<file path="src/rtl/apb_master_pkg.sv">
// Shared types for the APB master stage: FSM state encoding, default bus widths
// and the packed command record held in the capture register.
package apb_master_pkg;

  localparam int APB_ADDR_W = 32;
  localparam int APB_DATA_W = 32;

  typedef enum logic [1:0] {
    IDLE   = 2'd0,
    SETUP  = 2'd1,
    ACCESS = 2'd2,
    RESP   = 2'd3
  } apb_mst_state_e;

  typedef struct packed {
    logic                  write;
    logic [APB_ADDR_W-1:0] addr;
    logic [APB_DATA_W-1:0] wdata;
  } apb_cmd_t;

endpackage

</file>
<file path="src/rtl/apb_timeout_cnt.sv">
// ACCESS-phase wait-state counter for the APB master. It flags expiry when
// LIMIT consecutive wait cycles would be exceeded by the current cycle.
module apb_timeout_cnt #(
  parameter int LIMIT = 256,
  localparam int CNT_W = $clog2(LIMIT + 1)
) (
  input  logic clk,
  input  logic rst_n,
  input  logic clear,
  input  logic enable,
  output logic expired
);

  logic [CNT_W-1:0] cnt_reg;

  // Expiry is qualified by enable so a pready arriving on the last cycle wins.
  assign expired = enable && (cnt_reg == CNT_W'(LIMIT - 1));

  always_ff @(posedge clk or negedge rst_n) begin
    if (!rst_n) begin
      cnt_reg <= '0;
    end else if (clear) begin
      cnt_reg <= '0;
    end else if (enable) begin
      cnt_reg <= cnt_reg + 1'b1;
    end
  end

endmodule

</file>
<file path="src/rtl/apb_master_fsm.sv">
// Single-outstanding APB master: command in, APB transfer out, response back.
// Define APB_TIMEOUT_EN to abort ACCESS after TIMEOUT_CYCLES wait states.
module apb_master_fsm
  import apb_master_pkg::*;
#(
  parameter int ADDR_W         = APB_ADDR_W,
  parameter int DATA_W         = APB_DATA_W,
  parameter int TIMEOUT_CYCLES = 256
) (
  input  logic              clk,
  input  logic              rst_n,
  input  logic              cmd_valid,
  output logic              cmd_ready,
  input  logic              cmd_write,
  input  logic [ADDR_W-1:0] cmd_addr,
  input  logic [DATA_W-1:0] cmd_wdata,
  output logic              rsp_valid,
  input  logic              rsp_ready,
  output logic [DATA_W-1:0] rsp_rdata,
  output logic              rsp_err,
  output logic              psel,
  output logic              penable,
  output logic              pwrite,
  output logic [ADDR_W-1:0] paddr,
  output logic [DATA_W-1:0] pwdata,
  input  logic [DATA_W-1:0] prdata,
  input  logic              pready
);

  apb_mst_state_e    state_reg, state_next;
  apb_cmd_t          cmd_reg, cmd_next;
  logic              cmd_ready_reg, cmd_ready_next;
  logic [DATA_W-1:0] rsp_rdata_reg, rsp_rdata_next;
  logic              timeout_hit;
  logic              accept;

  // cmd_ready is a flop so it stays low throughout reset and on the first
  // cycle after release, instead of being decoded from the IDLE state.
  assign accept = (state_reg == IDLE) && cmd_ready_reg && cmd_valid;

`ifdef APB_TIMEOUT_EN
  logic rsp_err_reg;

  apb_timeout_cnt #(
    .LIMIT (TIMEOUT_CYCLES)
  ) u_timeout_cnt (
    .clk     (clk),
    .rst_n   (rst_n),
    .clear   (state_reg == SETUP),
    .enable  ((state_reg == ACCESS) && !pready),
    .expired (timeout_hit)
  );

  always_ff @(posedge clk or negedge rst_n) begin
    if (!rst_n) begin
      rsp_err_reg <= 1'b0;
    end else if ((state_reg == ACCESS) && (pready || timeout_hit)) begin
      rsp_err_reg <= !pready;
    end
  end

  assign rsp_err = rsp_err_reg;
`else
  assign timeout_hit = 1'b0;
  assign rsp_err     = 1'b0;
`endif

  // State register
  always_ff @(posedge clk or negedge rst_n) begin
    if (!rst_n) begin
      state_reg <= IDLE;
    end else begin
      state_reg <= state_next;
    end
  end

  // Next-state logic
  always_comb begin
    state_next = state_reg;
    unique case (state_reg)
      IDLE:    if (accept) state_next = SETUP;
      SETUP:   state_next = ACCESS;
      ACCESS:  if (pready || timeout_hit) state_next = RESP;
      RESP:    if (rsp_ready) state_next = IDLE;
      default: state_next = IDLE;
    endcase
  end

  // State-decoded outputs
  always_comb begin
    psel      = 1'b0;
    penable   = 1'b0;
    rsp_valid = 1'b0;
    unique case (state_reg)
      SETUP:   psel = 1'b1;
      ACCESS: begin
        psel    = 1'b1;
        penable = 1'b1;
      end
      RESP:    rsp_valid = 1'b1;
      default: ;
    endcase
  end

  always_comb begin
    cmd_ready_next = (state_next == IDLE);

    cmd_next = cmd_reg;
    if (accept) begin
      cmd_next.write = cmd_write;
      cmd_next.addr  = APB_ADDR_W'(cmd_addr);
      cmd_next.wdata = APB_DATA_W'(cmd_wdata);
    end

    rsp_rdata_next = rsp_rdata_reg;
    if (state_reg == ACCESS) begin
      if (pready) begin
        rsp_rdata_next = cmd_reg.write ? '0 : prdata;
      end else if (timeout_hit) begin
        rsp_rdata_next = '0;
      end
    end
  end

  always_ff @(posedge clk or negedge rst_n) begin
    if (!rst_n) begin
      cmd_ready_reg <= 1'b0;
      cmd_reg       <= '0;
      rsp_rdata_reg <= '0;
    end else begin
      cmd_ready_reg <= cmd_ready_next;
      cmd_reg       <= cmd_next;
      rsp_rdata_reg <= rsp_rdata_next;
    end
  end

  assign cmd_ready = cmd_ready_reg;
  assign rsp_rdata = rsp_rdata_reg;
  assign pwrite    = cmd_reg.write;
  assign paddr     = ADDR_W'(cmd_reg.addr);
  assign pwdata    = DATA_W'(cmd_reg.wdata);

endmodule

</file>
<file path="config.mk">
export PLATFORM = sky130hd
export DESIGN_NAME = apb_master_fsm
export DESIGN_NICKNAME = d
export VERILOG_FILES = /design/src/rtl/apb_master_pkg.sv /design/src/rtl/apb_timeout_cnt.sv /design/src/rtl/apb_master_fsm.sv
export SDC_FILE = /design/constraint.sdc
export NUM_CORES = 1
export LEC_CHECK = 0
export ABC_AREA = 1
export CAP_MARGIN = 20
export CORE_UTILIZATION = 40
export CTS_BUF_LIST = sky130_fd_sc_hd__clkbuf_8 sky130_fd_sc_hd__clkbuf_16
export DETAILED_ROUTE_END_ITERATION = 6
export PLACE_DENSITY = 0.77
export SLEW_MARGIN = 20
export SYNTH_ARGS = -nofsm -noshare
export SYNTH_HDL_FRONTEND = slang
export SYNTH_SLANG_ARGS = --single-unit
</file>
<file path="constraint.sdc">
create_clock -name clk -period 1.65 [get_ports clk]
set_input_delay 0.2475 -clock clk [delete_from_list [all_inputs] [get_ports clk]]
set_output_delay 0.2475 -clock clk [all_outputs]
set_load 0.02 [all_outputs]
</file>
* After elaboration in Yosys (flattened, before gate mapping)
Index checks and enable logic that the tools add are counted.
Word-level totals: bits in registers 100, latch bits 0, bits in writable memories 0, bits in read-only memories 0, input port bits 102, output and inout bits 102, word-level logic and storage cells 23, memories kept 0
Operators by class: add/sub/neg operators 0, multipliers 0, div/mod/pow operators 0, magnitude comparators 0, equal/unequal tests 3, shifts and indexed selects 0, multiplexer cells 8, bitwise operators 0, reductions and logical operators 6
Operators with widths (number):
- two-way mux 32 bit | 1
- one-hot mux 2 bit (4 select lines) | 1
- two-way mux 2 bit | 3
- equality test 2 bit (second input constant) | 2
- zero test 2 bit | 2
- two-way mux 1 bit | 3
- equality test 2 x 1 -> 1 bit (second input constant) | 1
- logical AND 1 bit | 2
- AND reduction 2 bit | 1
- OR reduction 2 bit | 1

* Logic depth before layout (Yosys ltp)
Gate-level depths: netlist of run 1.
word-level depth 6, gate-level depth with buffers 8

* Least setup slack after synthesis of run 1
No wires, ideal clock.
path type reg-to-reg, start reg state_reg[0], end reg rsp_rdata_reg[10] (netlist: rsp_rdata[10]), setup time 0.133 ns, arrival 1.317 ns, path slack 0.200 ns, stages on the path, launching flop included 8, path buffers 2, period minus slack after synthesis 1.450 ns, cell sequence dfrtp_1 -> inv_1 -> ha_1 -> nand2_1 -> buf_2 -> buf_2 -> nand2_1 -> o21ai_0
On the way: cells in the longest elaborated chain, start to end 2
Ends and longest elaborated chain:
- from (decl) | line apb_master_fsm.sv:30 | apb_mst_state_e state_reg, state_next;
- from (signal assigned) | line apb_master_fsm.sv:73 | state_reg <= state_next;
- equality test 2 bit | line apb_master_fsm.sv:116 | if (state_reg == ACCESS) begin
- AND reduction 2 bit (no source line)
- to (signal assigned) | line apb_master_fsm.sv:133 | rsp_rdata_reg <= rsp_rdata_next;
- to (decl) | line apb_master_fsm.sv:33 | logic [DATA_W-1:0] rsp_rdata_reg, rsp_rdata_next;
No other way between the ends. A chain may end at the register's enable or synchronous reset.

* Worst setup path in the final report of run 1
start reg cmd_reg (netlist bit pwdata[11]), end out pwdata[11]
RTL lines:
- from (decl) | line apb_master_fsm.sv:31 | apb_cmd_t cmd_reg, cmd_next;
- from (signal assigned) | line apb_master_fsm.sv:132 | cmd_reg <= cmd_next;
- to (decl) | line apb_master_fsm.sv:25 | output logic [DATA_W-1:0] pwdata,
No word-level cell between the ends.

==> impl_metrics.toml, run 1 <==
[route]
wl_per_cell_um = 12.67
vias = 3446
drt_wl_total_mm = 9.844
ant_nets = 0
viasPerCell = 4.435
drc_errors = 0
drt_iter0_markers = 115
first_pass_iters = 4

[clock_network]
cts_setup_buffers = 0
cts_tree = "built"
root_buffer = "clkbuf_8"
clk_latency_ps = 350
path_clk_slew_ps = 90
cts_buffers = 9
cts_num_sinks = 100
htree_levels = 3
cts_max_path_buffers = 2

[sta]
finalWorstSetupSlack_ps = 57.69
finalCriticalPeriod_ps = 1592
worst_pin_slew_ps = 502.2
tns_ps = 0
rsz0062_at_grt = "no"
finalHoldViolCount = 0
relSlewSlack_pct = 66.52
fin_skew_ps = 9.836
whs_ps = 253.0
finalSetupViolations = 0
maxClockFrequency_mhz = 628.0
drv_slew = 0
min_period_over_period_pct = 96.50

[synthesis]
ys_top_cells_by_area = "dfrtp_1 61%, nand2_1 13%, inv_1 6.5%, o21ai_1 6.0%, o21ai_0 4.0%"
postSynthCellCount = 441
synth.largest_area_cell = "dfrtp_1"
syn_avg_cell_area_um2 = 9.286
synth_top_cell_area_share_pct = 61.11
yosys.cell_types.count = 17
ys_seq_elements = 100
synth_area_um2 = 4095
syn_nets = 547
yosysWarnings = 0
seq_area_frac_synth_pct = 61.11

[global_route]
grt.overflow.total = 0
grt_pass1_wl_mm = 15.17
antenna_found_initial = 0
first_global_vias = 3305
grt_max_degree = 93
grt_use_total_pct = 18.68

[setup_path]
worstSetupStartpoint = "pwdata[11]"
path_delay_family = "buffers and inverters"
start_kind = "flop"
endpoint_kind = "primary output"
reg2regPathDepth = 6
crit_end = "pwdata[11]"
r2r_end = "rsp_rdata[15]"
cpMaxStageDelayCell = "clkdlybuf4s50_1"
cp_num_cells = 1
crit_buf_inv = 1
worst_path_largest_cell_delay_ps = 630
worstPathMaxFanout = 2
required_ps = 1400
reg2reg_slack_ps = 180
timing_worst_setup_path_type = "flop to primary output"
path_cells = "clkdlybuf4s50_1"
r2r_start = "state_reg[1]"
crit_arrival_ps = 1340

[power]
worst_ir_drop_vdd_mv = 0.9744
power_density_nw_per_um2 = 1848
p_leak_nw = 3.115

[die]
dieArea_um2 = 10650
start_util_pct = 41.51
fp-row-count = 36
fp.dieW_um = 103.2
coreArea_um2 = 9864
ios = 204
die_y_um = 103.2

[place]
pre_cts_slack_ps = 77.20
io_buffer_count = 202
gp_routability_congestion = 0.7326
place_hpwl_mm = 7.192

[finish]
mostFrequentLayoutCells = "195 x clkdlybuf4s50_1, 136 x nand2_1, 100 x dfrtp_1"
antenna_cells = 0
postLayoutCoreUtil_pct = 65.42
area_growth_syn_to_layout_pct = 57.59
mostFrequentLayoutCell = "clkdlybuf4s50_1"
drive_gt1_share_pct = 7.143
nNetsFinal = 746

[min_path]
hold_class = "input port to asynchronous set/reset pin"

[run_status]
outcome = "finished clean"

[run]
cap_violations = 0
cells by family after synthesis:
kind of cell	Yosys count	share of synthesized area [%]
AOI/OAI and AO/OA	98	13.35
adders and majority gates	4	1.222
buffers and inverters	96	10.82
DFF	100	61.11
other	1	0.09157
and+or+nand+nor	142	13.41
power breakdown:
group	leakage, nW	switching [W]	internal (W)	total, W
clock	0.111	0.000754	0.000808	0.00156
combinational	1.73	0.00328	0.00289	0.00617
sequential	1.28	0.000614	0.00358	0.00420
synthesized netlist by cell type (all sizes together):
| cell | number |
|---|---|
| dfrtp | 100 |
| nand2 | 137 |
| conb | 1 |
| clkbuf | 6 |
| a21oi | 1 |
| buf | 19 |
| ha | 4 |
| o21ai | 97 |
| nand3 | 3 |
| nor2 | 2 |
| inv | 71 |
per-layer routing:
metal  GRT usage [%]  part of all wire (%)  vias up
met5               0                     0        -
met4           8.017                   1.6        0
met3           6.317                   9.3       13
met2           32.26                    49      134
met1           21.15                    40     1557
li1                -                     -     1742
timing repair:
action                     4_1_cts  5_1_grt
hold buffers                     1        0
gates resized for setup          9        6
hold endpoints to repair         8        0
setup endpoints to repair        4        5
through the flow:
stage | std cells | power, W | cell area, um^2
after CTS | 777 | 0.01211 | 6466
after detailed placement | 761 | 0.01051 | 6252
after floorplan | 441 | 0.007411 | 4095
final | 777 | 0.01193 | 6454
after global placement | 761 | 0.01036 | 6252
after global routing | 777 | 0.01278 | 6454
worst min path at each step:
stage | start | to | slack, ps | depth (start not counted)
detailed placement | rst_n | paddr[22] | 90 | 1
finish | rst_n | paddr[22] | 250 | 2
CTS | rst_n | paddr[22] | 240 | 2
global placement | rst_n | paddr[22] | 80 | 1
floorplan | rst_n | cmd_ready | -50 | 0
global route | rst_n | paddr[22] | 270 | 2
area by class of cell:
| type | instances | area, um^2 |
|---|---|---|
| timing repair buffer | 213 | 2156 |
| inverter | 71 | 266.5 |
| clock buffer | 12 | 165.2 |
| tap | 133 | 166.4 |
| sequential | 100 | 2502 |
| multi-input combinational | 245 | 1160 |
| fill | 800 | 3411 |
| clock inverter | 3 | 37.54 |
Power figures use the tool's default switching activity.
==> run 2, diff against run 1 <==
--- a/config.mk
+++ b/config.mk
@@ -11,6 +11,7 @@
 export CTS_BUF_LIST = sky130_fd_sc_hd__clkbuf_8 sky130_fd_sc_hd__clkbuf_16
 export DETAILED_ROUTE_END_ITERATION = 6
 export PLACE_DENSITY = 0.77
+export REMOVE_ABC_BUFFERS = 1
 export SLEW_MARGIN = 20
 export SYNTH_ARGS = -nofsm -noshare
 export SYNTH_HDL_FRONTEND = slang
==> impl_metrics.toml, run 2 (synthesis gave the netlist of run 1 again) <==
[global_route]
grt_max_degree = 101
met2_usage_pct = 30.00
grt.busiest_layer = "met2"
antenna_found_initial = 0
first_global_vias = 3353
grt_use_total_pct = 18.89
grt.overflow.total = 0
grt_util_met1_pct = 22.53
use_met3_pct = 7.527
grt_pass1_wl_mm = 15.30

[power]
power_density_nw_per_um2 = 1825
total_power_w = 0.01173
worst_ir_drop_vdd_mv = 0.8545
p_leak_nw = 3.129

[die]
dieArea_um2 = 10650
fp-row-count = 36
fp.dieW_um = 103.2
start_util_pct = 41.51
ios = 204
die_y_um = 103.2
coreArea_um2 = 9864

[run_status]
outcome = "finished clean"

[setup_path]
worst_path_largest_cell_delay_ps = 630
worstSetupStartpoint = "paddr[7]"
reg2reg_slack_ps = 160
worstPathMaxFanout = 2
start_kind = "flop"
timing_worst_setup_path_type = "flop to primary output"
endpoint_kind = "primary output"
r2r_start = "state_reg[1]"
crit_arrival_ps = 1350
r2r_end = "pwdata[20]"
path_cells = "clkdlybuf4s50_1"
required_ps = 1400
cpMaxStageDelayCell = "clkdlybuf4s50_1"
reg2regPathDepth = 6
path_delay_family = "buffers and inverters"
crit_buf_inv = 1

[route]
drt_wl_total_mm = 9.989
wl_per_cell_um = 12.86
ant_nets = 0
viasPerCell = 4.426
drc_errors = 0
drt_iter0_markers = 44
first_pass_iters = 4
vias = 3439

[run]
cap_violations = 0

[sta]
tns_ps = 0
relSlewSlack_pct = 64.42
maxClockFrequency_mhz = 627.1
drv_slew = 0
whs_ps = 427.8
finalCriticalPeriod_ps = 1595
finalHoldViolCount = 0
worst_pin_slew_ps = 533.6
finalSetupViolations = 0
fin_skew_ps = 4.522
min_period_over_period_pct = 96.65
rsz0062_at_grt = "no"

[min_path]
hold_class = "input port to flop"
whs_path_depth = 3
min_from = "cmd_wdata[2]"
whs_endpoint = "pwdata[2]"

[clock_network]
path_clk_slew_ps = 80
root_buffer = "clkbuf_8"
clk_latency_ps = 350
cts_max_path_buffers = 2
cts_num_sinks = 100
cts_tree = "built"
htree_levels = 3
cts_buffers = 9

[finish]
area_growth_syn_to_layout_pct = 56.92
antenna_cells = 0
nNetsFinal = 746
mostFrequentLayoutCell = "clkdlybuf4s50_1"
final_cells = 777
final_area_um2 = 6426
nFillCells = 793
mostFrequentLayoutCells = "193 x clkdlybuf4s50_1, 137 x nand2_1, 100 x dfrtp_1"
drive_gt1_share_pct = 7.143

[place]
gp_routability_congestion = 0.8082
dpl_cell_area_um2 = 6215
place_hpwl_mm = 7.216
dp.cells = 758
io_buffer_count = 202
run 2: cell type report:
type                            instances  area (um^2)  share of cell area [%]
Sequential cell                       100         2502                   38.94
Timing Repair Buffer                  213         2162                   33.64
Inverter                               71        266.5                   4.147
Clock inverter                          4        17.52                  0.2726
Clock buffer                           11        151.4                   2.356
Tap cell                              133        166.4                   2.590
Multi-Input combinational cell        245         1160                   18.05
run 2: per-stage QoR:
stage                     setup slack, ps  utilization [%]
final                               55.35            65.14
after global routing               0.4394            65.14
after CTS                           11.03            64.76
after detailed placement            49.19            63.00
after global placement              82.46            63.00
after floorplan                     -1097                -
run 2: how the worst max path moves through the flow:
stage | endpoint | slack, ps | depth (start not counted)
finish | paddr[7] | 60 | 1
global route | paddr[15] | 0.4 | 1
CTS | pwdata[13] | 10 | 1
detailed placement | psel | 50 | 3
global placement | psel | 80 | 3
floorplan | paddr[0] | -1100 | 5
run 2: report_power, final:
part           switching [W]  internal (W)  leakage, nW
Clock               0.000768      0.000608       0.0976
Sequential          0.000611       0.00358         1.28
Combinational        0.00329       0.00287         1.75
run 2: what timing repair did:
item	4_1_cts	5_1_grt
hold buffers	1	0
endpoints found under the hold margin	100	0
gates resized for setup	10	7
gates cloned	0	0
setup endpoints to repair	4	8
pin swaps	0	1
setup buffers	0	3
run 2: layer usage:
metal  up-vias  part of all wire [%]
met3        14                    11
met1      1528                    42
met2       146                    46
met5         -                     0
met4         0                   1.7
li1       1751                     -
==> edit (settings of run 1) <==
The 4 states of `apb_mst_state_e` get a one-hot encoding in 4 bits.
--- a/src/rtl/apb_master_pkg.sv
+++ b/src/rtl/apb_master_pkg.sv
@@ -5,11 +5,11 @@
   localparam int APB_ADDR_W = 32;
   localparam int APB_DATA_W = 32;
 
-  typedef enum logic [1:0] {
-    IDLE   = 2'd0,
-    SETUP  = 2'd1,
-    ACCESS = 2'd2,
-    RESP   = 2'd3
+  typedef enum logic [3:0] {
+    IDLE   = 4'b0001,
+    SETUP  = 4'b0010,
+    ACCESS = 4'b0100,
+    RESP   = 4'b1000
   } apb_mst_state_e;
 
   typedef struct packed {
Function: same outputs for any inputs over 10 cycles, from zero or initial values and one cycle with rst_n low; not proved beyond that.
==> edit against run 1 <==
Utilization decreased by 0.59 points; first-iteration DRC count increased by 77%; synthesized area increased by 6.4%; cell area increased by 5.1%; final cell count increased by 3.6%; sequential share of layout area decreased by 1.1 points; total power increased by 5.6%; sequential power increased by 3%; setup slack got worse by 0.050 ns; non-clock buffer count increased by 9; wire length increased by 8.0%; register-to-register slack got worse by 0.08 ns; sequential cell count increased by 2; clock skew decreased by 0.0013 ns; critical path type unchanged; highest routed layer unchanged.
==> edit: results (changes against run 1) <==
Synthesis
  • Seq/Total Area, Yosys: 0.586 (was 0.611)
  • Syn Nets: 558 (was 547)
  • Syn avg cell area: 9.55 um^2 (was 9.29 um^2)
  • Synth top cells by count: nand2_1 (136), dfrtp_1 (101), inv_1 (72) (was nand2_1 (137), dfrtp_1 (100), inv_1 (71))
  • Top post-synthesis cells by area: dfrtp_1 (58%), nand2_1 (12%), o21ai_2 (9.7%) (was dfrtp_1 (61%), nand2_1 (13%), inv_1 (6.5%))
  • Post-synth cell types: 22 (was 17)

Power
  • Leak: 3.36 nW (was 3.12 nW)
  • VDD IR max: 859 uV (was 974 uV)

GRT
  • Vias in the first global route: 3522 (was 3305)
  • Largest net degree at the start of global routing: 60 (was 93)
  • Global-route usage over all layers: 0.194 (was 0.187)
  • First-pass GRT wire length: 17100 um (was 15200 um)

Critical path
  • Worst Reg-to-Reg Cells: 7 (was 6)
  • FF-to-FF End: paddr[20] (was rsp_rdata[15])
  • Worst EP arrival: 1.40 ns (was 1.34 ns)
  • CP Max Fanout: 3 (was 2)
  • Slowest library cell on the worst path: dfstp_2 (was clkdlybuf4s50_1)
  • Delay-heaviest family, CP: flip-flops (was buffers and inverters)
  • Slowest cell delay on critical path: 0.56 ns (was 0.63 ns)

Outcome
  • Status: finished, final reports clean (unchanged)

Final layout
  • Share of layout cells above drive strength 1: 0.157 (was 0.0714)
  • Core Util, Final: 0.648 (was 0.654)
  • Fill cells: 862 (was 800)
  • Fin cells: 805 (was 777)
  • Nets@finish: 766 (was 746)

Place
  • Final HPWL DP: 7940 um (was 7190 um)
  • DP Cell Count: 787 (was 761)
  • Gpl congestion: 0.775 (was 0.733)
  • Setup WS pre-CTS: -0.00471 ns (was 0.0772 ns)
  • Area post-placement: 6520 um^2 (was 6250 um^2)

Detailed routing
  • Wire per inst: 13.2 um (was 12.7 um)
  • Initial DRC Count: 204 (was 115)
  • Via density: 4.51 (was 4.44)
  • Post-route DRC: 0 (unchanged)

Timing
  • Setup Skew: 0.00849 ns (was 0.00984 ns)
edit: routing by layer:
metal	up-vias	global-route usage	part of all wire
met4	0	0.0843	0.020
li1	1805	-	-
met2	150	0.314	0.48
met3	16	0.0564	0.086
met5	-	0	0
met1	1659	0.241	0.42
edit: kinds of logic after synthesis:
family,after synthesis,share of synthesized area
AND/OR/NAND/NOR,153,0.141
AO/OA/AOI/OAI,99,0.155
buffers and inverters,101,0.117
flip-flops,102,0.586
other,1,0.000861
edit: where the power goes:
group / internal (mW) / switching (mW) / total, mW
clock network: 0.847 / 0.834 / 1.68
logic: 3.09 / 3.51 / 6.59
registers: 3.68 / 0.647 / 4.32
edit: cell type report:
| cell class | instances | area share |
|---|---|---|
| Clock buffer | 9 | 0.0183 |
| Multi-Input combinational cell | 253 | 0.193 |
| Tap cell | 136 | 0.0251 |
| Inverter | 76 | 0.0424 |
| Timing Repair Buffer | 222 | 0.331 |
| Clock inverter | 7 | 0.0133 |
| Sequential cell | 102 | 0.377 |
edit: worst max-delay path by stage:
stage                 to  slack (ns)  depth (start not counted)
6_report            psel       0.007                          6
5_1_grt             psel       -0.07                          6
4_1_cts             psel      -0.007                          6
3_5_place_dp        psel      -0.005                          6
3_3_place_gp        psel        0.02                          6
2_1_floorplan  paddr[16]        0.36                          7
edit: worst reg2reg max path: stages, from the launching register on:
cell,delay (ns)
dfstp_2,0.56
buf_4,0.12
nand2_2,0.06
nor2_4,0.14
nand2_4,0.17
buf_4,0.26
nand2_1,0.10
o21ai_2,0.05
edit: what timing repair did:
action / in CTS / in global routing
hold buffers: 1 / 0
endpoints found under the hold margin: 21 / 0
pin swaps: 0 / 1
gates resized for setup: 16 / 17
setup endpoints to repair: 5 / 10
setup buffers: 0 / 1
